`config.mk`:
```
export PLATFORM = sky130hd
export DESIGN_NAME = ex_mem_req_unit
export DESIGN_NICKNAME = d
export VERILOG_FILES = /design/src/rtl/ex_mem_req_unit.sv
export SDC_FILE = /design/constraint.sdc
export NUM_CORES = 1
export LEC_CHECK = 0
export CAP_MARGIN = 20
export CORE_MARGIN = 8
export CORE_UTILIZATION = 30
export DETAILED_ROUTE_END_ITERATION = 6
export DONT_BUFFER_PORTS = 1
export RECOVER_POWER = 25
export SYNTH_ARGS = -nofsm -noshare
export SYNTH_HDL_FRONTEND = slang
export SYNTH_SLANG_ARGS = --single-unit
```
`constraint.sdc`:
```
create_clock -name clk -period 3.8 [get_ports clk]
set_input_delay 0.38 -clock clk [delete_from_list [all_inputs] [get_ports clk]]
set_output_delay 0.38 -clock clk [all_outputs]
set_load 0.01 [all_outputs]
```
`src/rtl/ex_mem_req_unit.sv`:
```
// EX-stage data-memory request generator: req/addr_ok/data_ok handshake with bounded
// outstanding requests and discard of responses belonging to flushed requests.
module ex_mem_req_unit #(
  parameter int DATA_W    = 32,
  parameter int ADDR_W    = 32,
  parameter int MAX_OUTST = 2
) (
  input  logic                             clk,
  input  logic                             reset,
  input  logic                             in_valid,
  output logic                             in_ready,
  input  logic                             in_is_load,
  input  logic                             in_is_store,
  input  logic [1:0]                       in_size,
  input  logic [ADDR_W-1:0]                in_addr,
  input  logic [DATA_W-1:0]                in_wdata,
  input  logic                             in_cancel,
  input  logic                             flush,
  output logic                             ale_o,
  output logic                             req_o,
  output logic                             req_wr,
  output logic [1:0]                       req_size,
  output logic [ADDR_W-1:0]                req_addr,
  output logic [DATA_W/8-1:0]              req_wstrb,
  output logic [DATA_W-1:0]                req_wdata,
  input  logic                             addr_ok,
  input  logic                             data_ok,
  output logic                             resp_valid,
  output logic [$clog2(MAX_OUTST+1)-1:0]   outst_cnt
);

  localparam int LANES = DATA_W / 8;
  localparam int OFFW  = $clog2(LANES);
  localparam int CW    = $clog2(MAX_OUTST + 1);

  typedef enum logic [1:0] {IDLE, REQ, HOLD} state_t;

  state_t          state, state_n;
  logic [CW-1:0]   live, discard, live_n, discard_n;
  logic [CW-1:0]   live_tmp, disc_tmp;
  logic            misaligned, needs_req, full, latch;
  logic            acc_live, acc_disc, dec_live, dec_disc;
  logic [OFFW-1:0] off;
  logic [LANES-1:0]  wstrb_n;
  logic [DATA_W-1:0] wdata_n;

  always_comb begin
    misaligned = 1'b0;
    case (in_size)
      2'd0:    misaligned = 1'b0;
      2'd1:    misaligned = in_addr[0];
      2'd2:    misaligned = |in_addr[1:0];
      default: misaligned = (DATA_W != 64) || (|in_addr[2:0]);
    endcase
  end

  assign ale_o     = in_valid & (in_is_load | in_is_store) & misaligned;
  assign needs_req = (in_is_load | in_is_store) & ~ale_o & ~in_cancel;
  assign outst_cnt = live + discard;
  assign full      = outst_cnt >= CW'(MAX_OUTST);
  assign req_o     = (state != IDLE) & ~full;
  assign off       = in_addr[OFFW-1:0];

  always_comb begin
    wstrb_n = '0;
    wdata_n = '0;
    case (in_size)
      2'd0: begin
        wstrb_n = LANES'(1) << off;
        wdata_n = {LANES{in_wdata[7:0]}};
      end
      2'd1: begin
        wstrb_n = LANES'(3) << off;
        wdata_n = {(DATA_W/16){in_wdata[15:0]}};
      end
      2'd2: begin
        wstrb_n = LANES'(4'hF) << off;
        wdata_n = {(DATA_W/32){in_wdata[31:0]}};
      end
      default: begin
        wstrb_n = '1;
        wdata_n = in_wdata;
      end
    endcase
    if (!in_is_store) wstrb_n = '0;
  end

  always_comb begin
    state_n  = state;
    in_ready = 1'b0;
    latch    = 1'b0;
    acc_live = 1'b0;
    acc_disc = 1'b0;
    case (state)
      IDLE: begin
        in_ready = ~flush;
        if (in_valid & in_ready & needs_req) begin
          latch   = 1'b1;
          state_n = REQ;
        end
      end
      REQ: begin
        if (req_o & addr_ok) begin
          if (flush) begin
            acc_disc = 1'b1;
            state_n  = IDLE;
          end else begin
            acc_live = 1'b1;
            in_ready = 1'b1;
            if (in_valid & needs_req) latch = 1'b1;
            else                      state_n = IDLE;
          end
        end else if (flush) begin
          // an already presented request stays up until the bus takes it
          state_n = HOLD;
        end
      end
      HOLD: begin
        if (req_o & addr_ok) begin
          acc_disc = 1'b1;
          state_n  = IDLE;
        end
      end
      default: state_n = IDLE;
    endcase
  end

  // responses return in order, so flushed requests are always the oldest ones
  always_comb begin
    dec_disc   = data_ok & (discard != '0);
    dec_live   = data_ok & (discard == '0) & (live != '0);
    resp_valid = dec_live;
    live_tmp   = live - CW'(dec_live) + CW'(acc_live);
    disc_tmp   = discard - CW'(dec_disc) + CW'(acc_disc);
    if (flush) begin
      live_n    = '0;
      discard_n = disc_tmp + live_tmp;
    end else begin
      live_n    = live_tmp;
      discard_n = disc_tmp;
    end
  end

  always_ff @(posedge clk) begin
    if (reset) begin
      state     <= IDLE;
      live      <= '0;
      discard   <= '0;
      req_wr    <= 1'b0;
      req_size  <= '0;
      req_addr  <= '0;
      req_wstrb <= '0;
      req_wdata <= '0;
    end else begin
      state   <= state_n;
      live    <= live_n;
      discard <= discard_n;
      if (latch) begin
        req_wr    <= in_is_store;
        req_size  <= in_size;
        req_addr  <= in_addr;
        req_wstrb <= wstrb_n;
        req_wdata <= wdata_n;
      end
    end
  end

endmodule

```
==> run_results.csv <==
group,metric,value,unit
outcome,status,"complete, no violations",
sta,worst_slack,1.32,ns
critical_path,rrSetupSlack,1.32,ns
place,hpwl,8.18,mm
critical_path,cp_max_fo,4,
critical_path,critPathKind,"flip-flop to flip-flop",
critical_path,endpoint_kind,"flip-flop",
critical_path,start_kind,"flip-flop",
cts,cts_tree,"built",
sta,slew_headroom,35.3,%
detailed_routing,ant_nets,0,
cts,clockRootBuffer,"clkbuf_16",
detailed_routing,routed_wl,11.5,mm
synthesis,synthDistinctLibCells,36,
power,p_leak,1.31,nW
hold_path,holdCritPathClass,"input pin to flip-flop",
global_routing,grt_start_max_net_pins,80,
synthesis,synth-seq-area-share,43.2,%
sta,setup_viol,0,
cts,numCtsBuffers,9,
sta,post-route-min-period,2.48,ns
global_routing,grt_first_pass_wirelength,17.4,mm
sta,final-hold-violation-count,0,
hold_path,whs_endpoint,"live[0]",
sta,fin_crit_sh,65.2,%
place,dp_slack,1.24,ns
die,fp.dieH,125,um
hold_path,worst_hold_startpoint,"flush",
die,rows,40,
critical_path,critPathArrivalTime,2.74,ns
global_routing,antenna_found_initial,0,
synthesis,synth_area,3570,um^2
synthesis,yosys_warnings,0,
cells_and_area,multiInputGateArea,1810,um^2
sta,fin_skew,0.00886,ns
synthesis,synth_nets,509,
power,irDropWorstVdd,0.202,mV
synthesis,synth_ff_type,"dfxtp_1",
power,power_density,555,nW/um^2
die,start_util,30.2,%
cells_and_area,syn2layout_area_growth,10.4,%
detailed_routing,drc,0,
cts,clock_sinks,77,
sta,grt_setup_unrepaired,"false",
global_routing,track_usage,13.9,%
detailed_routing,drtPass1Iterations,4,
sta,tightest_slew,0.969,ns
synthesis,synth_largest_area_cell,"dfxtp_1",
synthesis,synth_edf_count,0,
synthesis,synthArstFlopShare,0,%
cts,clk_pin_slew,0.06,ns
global_routing,grt_overflow_total,0,
sta,drv_slew,0,
cts,clock_latency,0.33,ns
die,die_w,125,um
critical_path,required,4.06,ns
synthesis,synth_cells,421,
synthesis,synth_top_area_share,43.2,%
cts,cts_setup_buffers,0,
cts,clock_path_buffers,2,
detailed_routing,vias_per_cell,5.66,
synthesis,syn_avg_cell_area,8.48,um^2
detailed_routing,avgRoutedWirePerCell,21.0,um
sta,tns,0,ns
detailed_routing,detail_route.iter0.violations,185,
synthesis,synth_common_cells,"dfxtp_1, a21oi_1, o21ai_0, nand3_1, clkbuf_1",
cells_and_area,ff_latch_area,1540,um^2
die,coreArea,11800,um^2
synthesis,synth.most_common_cell,"dfxtp_1",
critical_path,r2r.worst_path.cells,11,
cells_and_area,nets,485,
sta,fmax,404,MHz
die,die-area,15700,um^2
cts,cts_hold_buffers,0,
cts,htree_levels,3,
global_routing,grt_pass1_vias,2963,
cells_and_area,drive_above_1_share,6.97,%
cells_and_area,nFillCells,1218,
flow_run,drv_cap,0,
critical_path,reg2reg_from,"live[0]",
cells_and_area,n_antenna_cell,0,
cts,post_cts_resize_count,0,
place,io_buffer_count,0,
hold_path,whs_path_depth,1,
synthesis,synth_area_leaders,"dfxtp_1, a21oi_1, o21ai_0",
detailed_routing,via_count,3108,
place,globalplace.congestion,0.789,
critical_path,rr_endpoint,"discard[1]",
synthesis,ys_seq_elements,77,
die,io_pins,152,
==> flip-flops by register name, indices dropped and copies added, names as in the netlist <==
register / cells
discard: 2
live: 2
req_addr: 32
req_size: 2
req_wdata: 32
req_wr: 1
req_wstrb: 4
state: 2
==> cell families after synthesis <==
| family | after synthesis | synth area share [%] |
|---|---|---|
| multiplexers | 3 | 0.841 |
| AND/OR/NAND/NOR | 94 | 13.2 |
| flip-flops | 77 | 43.2 |
| adder cells (fa/ha/maj) | 13 | 4.55 |
| buffers and inverters | 51 | 6.27 |
| AO/OA/AOI/OAI | 178 | 30.0 |
| XOR/XNOR | 5 | 2.00 |
==> worst max path at each step <==
stage,slack (ns),cells past startpoint,start,to
6_report,1.32,11,live[0],discard[1]
5_1_grt,1.13,12,state[0],discard[1]
4_1_cts,1.31,11,live[0],discard[1]
3_5_place_dp,1.24,7,in_size[1],req_wdata[27]
3_3_place_gp,1.34,7,in_size[1],req_wdata[29]
2_1_floorplan,1.47,11,live[0],discard[1]
==> per-stage QoR <==
| stage | utilization, % | hold slack (ns) | total power, mW | cells | cell area, um^2 |
|---|---|---|---|---|---|
| 2_1_floorplan | - | 0.465 | 1.20 | 421 | 3570 |
| 3_3_place_gp | 30.6 | 0.459 | 1.26 | 533 | 3620 |
| 3_5_place_dp | 30.6 | 0.460 | 1.27 | 533 | 3620 |
| 4_1_cts | 33.4 | 0.108 | 2.21 | 549 | 3950 |
| 5_1_grt | 33.4 | 0.110 | 2.29 | 549 | 3950 |
| 6_report | 33.4 | 0.125 | 2.19 | 549 | 3950 |
==> area by class of cell <==
| class | count | share of cell area, % |
|---|---|---|
| multi-input cells | 293 | 45.8 |
| clock inverters | 5 | 2.12 |
| well taps | 147 | 4.66 |
| inverters | 9 | 0.856 |
| flip-flops and latches | 77 | 39.1 |
| clock buffers | 11 | 6.15 |
| repair buffers | 7 | 1.33 |
==> critical path: stages, from the launching register on <==
cell and delay [ns]:
dfxtp_1 0.33, ha_1 0.21, xnor3_1 0.29, and3_1 0.24, nand3_1 0.10, ha_1 0.29
inv_1 0.04, ha_1 0.29, ha_1 0.20, xnor2_1 0.19, nand3_1 0.10, a21oi_1 0.14
==> power by group <==
| part | total (mW) | internal (mW) | switching [mW] | leakage, nW |
|---|---|---|---|---|
| clock | 0.933 | 0.595 | 0.338 | 0.152 |
| sequential | 0.885 | 0.843 | 0.0416 | 0.623 |
| combinational | 0.373 | 0.108 | 0.264 | 0.536 |
| total | 2.19 | 1.55 | 0.644 | 1.31 |
==> placed cells by master (no fill, tap or decap), drive strengths merged, types with 4 or more instances in the layout <==
master / instances
nand2b: 11
nand2: 16
nand3: 46
dfxtp: 77
ha: 13
clkbuf: 11
o2111ai: 4
buf: 7
a22oi: 8
a21oi: 76
inv: 9
o21ai: 56
nor2: 12
a311oi: 23
==> layer usage <==
| layer | vias up | routed length (um) | global-route usage [%] |
|---|---|---|---|
| li1 | 1495 | - | - |
| met1 | 1492 | 4700 | 15.7 |
| met2 | 104 | 5690 | 23.5 |
| met3 | 17 | 859 | 4.93 |
| met4 | 0 | 281 | 5.30 |
| met5 | - | 0 | 0 |
Note: power is estimated with default switching activity, not from simulation.
